--- config.mk ---
export PLATFORM = sky130hd
export DESIGN_NAME = fpga_rst_seq
export DESIGN_NICKNAME = d
export VERILOG_FILES = /design/src/rtl/fpga_rst_seq.sv
export SDC_FILE = /design/constraint.sdc
export NUM_CORES = 1
export LEC_CHECK = 0
export CORE_MARGIN = 4
export CORE_UTILIZATION = 60
export DETAILED_ROUTE_END_ITERATION = 12
export PLACE_DENSITY = 0.79
export SLEW_MARGIN = 20
export SYNTH_ARGS = -nofsm -noshare
export SYNTH_HDL_FRONTEND = slang
export SYNTH_SLANG_ARGS = --single-unit
--- constraint.sdc ---
create_clock -name fpga_clk -period 2.4 [get_ports fpga_clk]
set_input_delay 0.24 -clock fpga_clk [delete_from_list [all_inputs] [get_ports fpga_clk]]
set_output_delay 0.24 -clock fpga_clk [all_outputs]
set_load 0.02 [all_outputs]
--- src/rtl/fpga_rst_seq.sv ---
// fpga_rst_seq: staged reset sequencer for the 20 MHz system domain.
// Qualifies the synchronised MMCM lock, releases active-low stage resets one
// at a time, then raises sys_ready and blinks a heartbeat. Lock loss or a
// software request drops every stage again; lock losses in RUN are counted.
module fpga_rst_seq #(
   parameter int STAGES      = 4,
   parameter int LOCK_STABLE = 1024,
   parameter int STAGE_GAP   = 16,
   parameter int SOFT_HOLD   = 64,
   parameter int HB_DIV      = 10000000
) (
   input  logic              fpga_clk,
   input  logic              fpga_rst,
   input  logic              pll_locked,
   input  logic              soft_rst_req,
   output logic [STAGES-1:0] rst_n,
   output logic              sys_ready,
   output logic              heartbeat,
   output logic [7:0]        fault_cnt
);

   // One counter width covers every interval, sized from the largest one.
   localparam int M1   = (LOCK_STABLE > STAGE_GAP) ? LOCK_STABLE : STAGE_GAP;
   localparam int M2   = (M1 > SOFT_HOLD) ? M1 : SOFT_HOLD;
   localparam int MAXP = (M2 > HB_DIV) ? M2 : HB_DIV;
   localparam int CW   = $clog2(MAXP) + 1;

   localparam logic [STAGES-1:0] STG_ONE   = STAGES'(1);
   localparam logic [CW-1:0]     STABLE_N  = CW'(LOCK_STABLE);
   localparam logic [CW-1:0]     GAP_LAST  = CW'(STAGE_GAP - 1);
   localparam logic [CW-1:0]     HOLD_LAST = CW'(SOFT_HOLD - 1);
   localparam logic [CW-1:0]     HB_LAST   = CW'(HB_DIV - 1);

   typedef enum logic [1:0] {WAIT_LOCK, RELEASE, RUN, SOFT} state_t;

   state_t            state_q;
   logic [1:0]        sync_q;
   logic              lock_s;
   logic [CW-1:0]     cnt_q;     // stable count / stage gap / soft hold
   logic [CW-1:0]     hb_cnt_q;
   logic [STAGES-1:0] rst_n_q;
   logic              rdy_q;
   logic              hb_q;
   logic [7:0]        fault_q;

   // Two-flop synchroniser for the asynchronous lock flag.
   always_ff @(posedge fpga_clk or posedge fpga_rst) begin
      if (fpga_rst) sync_q <= 2'b00;
      else          sync_q <= {sync_q[0], pll_locked};
   end

   assign lock_s = sync_q[1];

   // Sequencer FSM with registered reset, ready, heartbeat and fault outputs.
   always_ff @(posedge fpga_clk or posedge fpga_rst) begin
      if (fpga_rst) begin
         state_q  <= WAIT_LOCK;
         cnt_q    <= '0;
         hb_cnt_q <= '0;
         rst_n_q  <= '0;
         rdy_q    <= 1'b0;
         hb_q     <= 1'b0;
         fault_q  <= 8'd0;
      end else if (state_q == WAIT_LOCK) begin
         rst_n_q  <= '0;
         rdy_q    <= 1'b0;
         hb_q     <= 1'b0;
         hb_cnt_q <= '0;
         if (!lock_s) begin
            cnt_q <= '0;
         end else if (cnt_q == STABLE_N) begin
            state_q <= RELEASE;
            rst_n_q <= STG_ONE;
            cnt_q   <= '0;
         end else begin
            cnt_q <= cnt_q + 1'b1;
         end
      end else if (!lock_s) begin
         // Lock loss beats a simultaneous soft request.
         state_q  <= WAIT_LOCK;
         cnt_q    <= '0;
         hb_cnt_q <= '0;
         rst_n_q  <= '0;
         rdy_q    <= 1'b0;
         hb_q     <= 1'b0;
         if (state_q == RUN && fault_q != 8'hFF) fault_q <= fault_q + 8'd1;
      end else if (soft_rst_req && state_q != SOFT) begin
         state_q  <= SOFT;
         cnt_q    <= '0;
         hb_cnt_q <= '0;
         rst_n_q  <= '0;
         rdy_q    <= 1'b0;
         hb_q     <= 1'b0;
      end else begin
         case (state_q)
            RELEASE: begin
               if (cnt_q == GAP_LAST) begin
                  cnt_q <= '0;
                  if (rst_n_q[STAGES-1]) begin
                     state_q <= RUN;
                     rdy_q   <= 1'b1;
                  end else begin
                     rst_n_q <= (rst_n_q << 1) | STG_ONE;
                  end
               end else begin
                  cnt_q <= cnt_q + 1'b1;
               end
            end
            RUN: begin
               if (hb_cnt_q == HB_LAST) begin
                  hb_cnt_q <= '0;
                  hb_q     <= ~hb_q;
               end else begin
                  hb_cnt_q <= hb_cnt_q + 1'b1;
               end
            end
            SOFT: begin
               // Lock is still good, so go straight back to releasing.
               if (cnt_q == HOLD_LAST) begin
                  state_q <= RELEASE;
                  rst_n_q <= STG_ONE;
                  cnt_q   <= '0;
               end else begin
                  cnt_q <= cnt_q + 1'b1;
               end
            end
            default: state_q <= WAIT_LOCK;
         endcase
      end
   end

   assign rst_n     = rst_n_q;
   assign sys_ready = rdy_q;
   assign heartbeat = hb_q;
   assign fault_cnt = fault_q;

endmodule

# Word level (Yosys, flattened, before mapping)
# Index checks and enable logic that the tools add are counted.
# W data, S select, Z words.
[classes]
add_sub_neg = 3
n_mul = 0
div_mod_pow = 0
order_cmp = 0
n_eq_ne = 22
n_shift = 0
muxes = 42
bitwise = 3
reduce_logical = 9
[op_table]
columns = ["op", "count"]
rows = [
  ["$mux W25", 12],
  ["$add A25 B1 Y25 const B", 2],
  ["$pmux W25 S2", 1],
  ["$eq A25 B11 Y1 const B", 1],
  ["$eq A25 B24 Y1 const B", 1],
  ["$eq A25 B4 Y1 const B", 1],
  ["$eq A25 B6 Y1 const B", 1],
  ["$mux W4", 6],
  ["$ne A4 B1 Y1 const B", 5],
  ["$ne A5 B5 Y1 const B", 4],
  ["$mux W2", 8],
  ["$mux W1", 13],
  ["$reduce_and A3 Y1", 3],
  ["$add A8 B1 Y8 const B", 1],
  ["$ne A8 B8 Y1 const B", 1],
  ["$pmux W4 S2", 1],
  ["$pmux W2 S3", 1],
  ["$reduce_and A6 Y1", 1],
  ["$ne A5 B1 Y1 const B", 1],
  ["$eq A2 B2 Y1 const B", 2],
  ["$ne A2 B2 Y1 const B", 2],
  ["$ne A4 B3 Y1 const B", 1],
  ["$reduce_and A4 Y1", 1],
  ["$not A1 Y1", 3],
  ["5 further kinds", 6],
]
[word_totals]
regBits = 68
latchBits = 0
mem_bits_rw = 0
romBits = 0
inputBits = 4
output_inout_bits = 14
elab_cells = 88
mem_count = 0

# Longest topological paths before layout
[depth]
word_depth = 6
depth_mapped = 8
mapped_depth_nobuf = 6

# Worst setup path after synthesis
# No wires, ideal clock.
[synth_path]
kind = "register -> register"
start = "reg hb_cnt_q[0]"
end = "reg hb_q, in the netlist heartbeat"
setup_time_ps = 125
t_arrival_ps = 1820
t_required_ps = 2275
setup_slack_ps = 455
path_stages_with_launch = 8
path_buffers = 1
period_less_slack_ps = 1945
path_cell_list = "dfrtp_1 > ha_1 > and3_4 > nand4_4 > nor3_4 > o21a_1 > buf_6 > mux2_4"
[synth_via]
elab_chain_cells = 3
[synth_rtl]
columns = ["item", "line_no", "source"]
rows = [
  ["from (decl)", "40", "logic [CW-1:0] hb_cnt_q;"],
  ["from (signal assigned)", "114", "hb_cnt_q <= hb_cnt_q + 1'b1;"],
  ["$eq A25 B24 Y1", "110", "if (hb_cnt_q == HB_LAST) begin"],
  ["$ne A4 B1 Y1 (no line)", "--", ""],
  ["$reduce_and A2 Y1 (no line)", "--", ""],
  ["to (signal assigned)", "112", "hb_q <= ~hb_q;"],
  ["to (decl)", "43", "logic hb_q;"],
]
# Every way passes these cells.
# A chain may end at the register's enable or synchronous reset.

# Worst setup path after layout
[layout_path]
start = "reg hb_cnt_q[0]"
end = "reg hb_cnt_q[11]"
[layout_via]
elab_chain_cells = 6
word_cells_on_any_way = 7
classes_between = "add/sub (1); eq/ne (1); mux (5)"
[layout_rtl]
columns = ["item", "line_no", "source"]
rows = [
  ["$add A25 B1 Y25 or $eq A25 B24 Y1 (tied branches)", "114, 110", ""],
  ["$mux W25 *", "110", ""],
  ["$mux W25 *", "95", "case (state_q)"],
  ["$mux W25 *", "87", "end else if (soft_rst_req && state_q != SOFT) begin"],
  ["$mux W25 *", "78", "end else if (!lock_s) begin"],
  ["$mux W25 *", "64", "end else if (state_q == WAIT_LOCK) begin"],
]
# Every way passes the cells marked *; elsewhere a longest branch is shown, timed or not. The select of a mux whose other input is x is not followed.

==> results_dict.tcl <==
set metrics [dict create \
    path_class "flip-flop to flip-flop" \
    finalMaxSlewViolations 0 \
    netlist.area_leader.share_pct 44.7 \
    power_w 0.00225 \
    synth_most_common_cell "dfrtp_1" \
    drtPass1Iterations 4 \
    synth_edf_count 0 \
    grt_max_degree 69 \
    fillers 477 \
    grt_pass1_vias 3003 \
    slew_headroom_pct 49.9 \
    fin_setup_tns_ns 0 \
    die_h_microns 87.7 \
    io_pins 18 \
    track_usage_pct 22.6 \
    multiInputGateArea_sq_mm 0.00195 \
    core_area_sq_mm 0.00603 \
    p_per_area_mw_per_mm2 530 \
    rows 28 \
    wirelength_microns 7800 \
    drc_errors 0 \
    start_util_pct 63.2 \
    fp.dieW_microns 87.7 \
    ys_seq_elements 68 \
    hp-class "primary input to asynchronous set/reset pin" \
    clk_latency_ns 0.35 \
    worst-path-max-fanout 17 \
    yosysSeqAreaShare_pct 44.7 \
    dp_slack_ns 0.159 \
    hold_viol_final 0 \
    dp_hpwl_microns 5390 \
    viasPerCell 5.95 \
    numPortBuffers 17 \
    dieArea_sq_mm 0.00769 \
    met3_wirelength_microns 276 \
    worst_setup_path_start_kind "flip-flop" \
    worst_setup_path_end_kind "flip-flop" \
    grt_overflow 0 \
    antenna_found_initial 0 \
    p_leak_nw 1.73 \
    cts_setup_buffers 0 \
    yosysUniqueCellTypes 58 \
    antennaDiodeCount 0 \
    htreeDepth 3 \
    fin_crit_sh_pct 88.2 \
    avgRoutedWirePerCell_microns 15.5 \
    finalNonFillerCells 504 \
    fin_nets 432 \
    drive_gt1_share_pct 8.16 \
    synthesis.area_sq_mm 0.00381 \
    detail-route-antenna-nets 0 \
    synth_area_leader_cell "dfrtp_1" \
    cts_tree "yes" \
    cts_resized 0 \
    synthTopCellsByCount "68 x dfrtp_1, 67 x nor2_1, 36 x xnor2_1" \
    max_slew.worst_pin.slew_ns 0.733 \
    status "finished, final reports clean" \
    async_flop_share_pct 100 \
    fin_util_pct 70.5 \
    dr.first_iter.drc_count 164 \
    clkTransAtPathRegs_ns 0.07 \
    rsz0062_at_grt "no" \
    fin_worst_skew_ns 0.00867 \
    cts.sinks 68 \
    fin_ws_ns 0.284 \
    drv_cap 0 \
    grt_pass1_wl_microns 13900 \
    fin_crit_ns 2.12 \
    crit_arrival_ns 2.34 \
    wl_met2_microns 3800 \
    gp_congestion 0.899 \
    fmax_mhz 473 \
    top_layer "met4" \
    critPathRequiredTime_ns 2.63 \
    placed_cells 488 \
    seq_area_sq_mm 0.00170 \
    synth-main-ff-cell "dfrtp_1" \
    wl_met1_microns 3570 \
    syn_area_per_cell_sq_um 9.43 \
    clockBufferDepth 2 \
    vdd_drop_max_v 0.000483 \
    syn_nets 412 \
    syn_to_final_growth_pct 11.4 \
    syn_inst 404 \
    cts_buffers 9 \
    dr_total_vias 2997 \
    ctsHoldBuffers 0 \
    cts-root-buf "clkbuf_8" \
    synthTopCellsByArea "dfrtp_1 45%, xnor2_1 8.3%, nor2_1 6.6%" \
    ys_warn_count 0 \
    setup_viol 0 \
]
-- metal layers --
layer | vias to the layer above | track usage, %
met2 | 68 | 36.2
li1 | 1469 | -
met4 | 0 | 8.09
met1 | 1442 | 30.1
met5 | - | 0
met3 | 18 | 5.36
-- report_power, final --
group	total [W]	internal [W]	switching [W]	leakage [nW]
logic	0.0000597	0.0000188	0.0000409	0.673
clock network	0.00103	0.000608	0.000423	0.113
registers	0.00116	0.00115	0.00000981	0.943
-- per-stage QoR --
stage	cell area, sq um	hold slack (ns)
floorplan	3810	0.271
global placement	4030	0.340
detailed placement	4030	0.337
CTS	4250	0.301
global route	4250	0.322
finish	4250	0.293
-- layout make-up --
| cell class | count | share of cell area [%] |
|---|---|---|
| clock buffer | 11 | 3.33 |
| clock inverter | 5 | 1.77 |
| inverter | 12 | 1.06 |
| multi-input combinational | 309 | 46.0 |
| sequential | 68 | 40.1 |
| tap | 75 | 2.21 |
| timing repair buffer | 24 | 5.54 |
-- critical path: stages, from the launching register on --
cell	delay, ns
dfrtp_1	0.43
ha_1	0.22
and3_4	0.23
nand4_4	0.19
nor3_4	0.39
o21a_1	0.22
buf_4	0.23
nor2_1	0.08
-- kinds of logic after synthesis --
group / Yosys count / share of synthesized area, %
adders and majority gates: 4 / 1.31
DFF: 68 / 44.7
buffers and inverters: 27 / 4.07
xor gates and xnor gates: 47 / 10.8
AOI/OAI and AO/OA: 43 / 7.98
and+or+nand+nor: 211 / 30.0
muxes: 4 / 1.21
-- worst paths after layout --
path	to	depth (start not counted)	slack [ns]	from
max in group asynchronous	hb_cnt_q[11]$_DFFE_PP0P_	3	1.83	fpga_rst
worst max-delay path	hb_cnt_q[11]$_DFFE_PP0P_	7	0.28	hb_cnt_q[0]$_DFFE_PP0P_
min in group fpga_clk	sync_q[0]$_DFF_PP0_	1	0.33	pll_locked
worst min-delay path	hb_cnt_q[6]$_DFFE_PP0P_	3	0.29	fpga_rst
worst max register to register	hb_cnt_q[11]$_DFFE_PP0P_	7	0.28	hb_cnt_q[0]$_DFFE_PP0P_
worst min register to register	sync_q[1]$_DFF_PP0_	0	0.35	sync_q[0]$_DFF_PP0_
-- cell usage in the layout (no fill, tap or decap), drive strengths merged, types with 12 or more instances in the layout --
cell / n
dfrtp: 68
nor3: 20
inv: 12
and3: 12
xnor2: 36
nand2: 31
nor2: 67
o21ai: 12
nand3: 20
nor4: 13
clkdlybuf4s50: 17
nand4: 15
-- registers in the layout (all words and copies together), names as in the netlist --
name / cells
sync_q: 2
state_q: 2
sys_ready: 1
rst_n: 4
hb_cnt_q: 25
cnt_q: 25
heartbeat: 1
fault_cnt: 8
No activity file was read; power rests on OpenSTA's default activity.
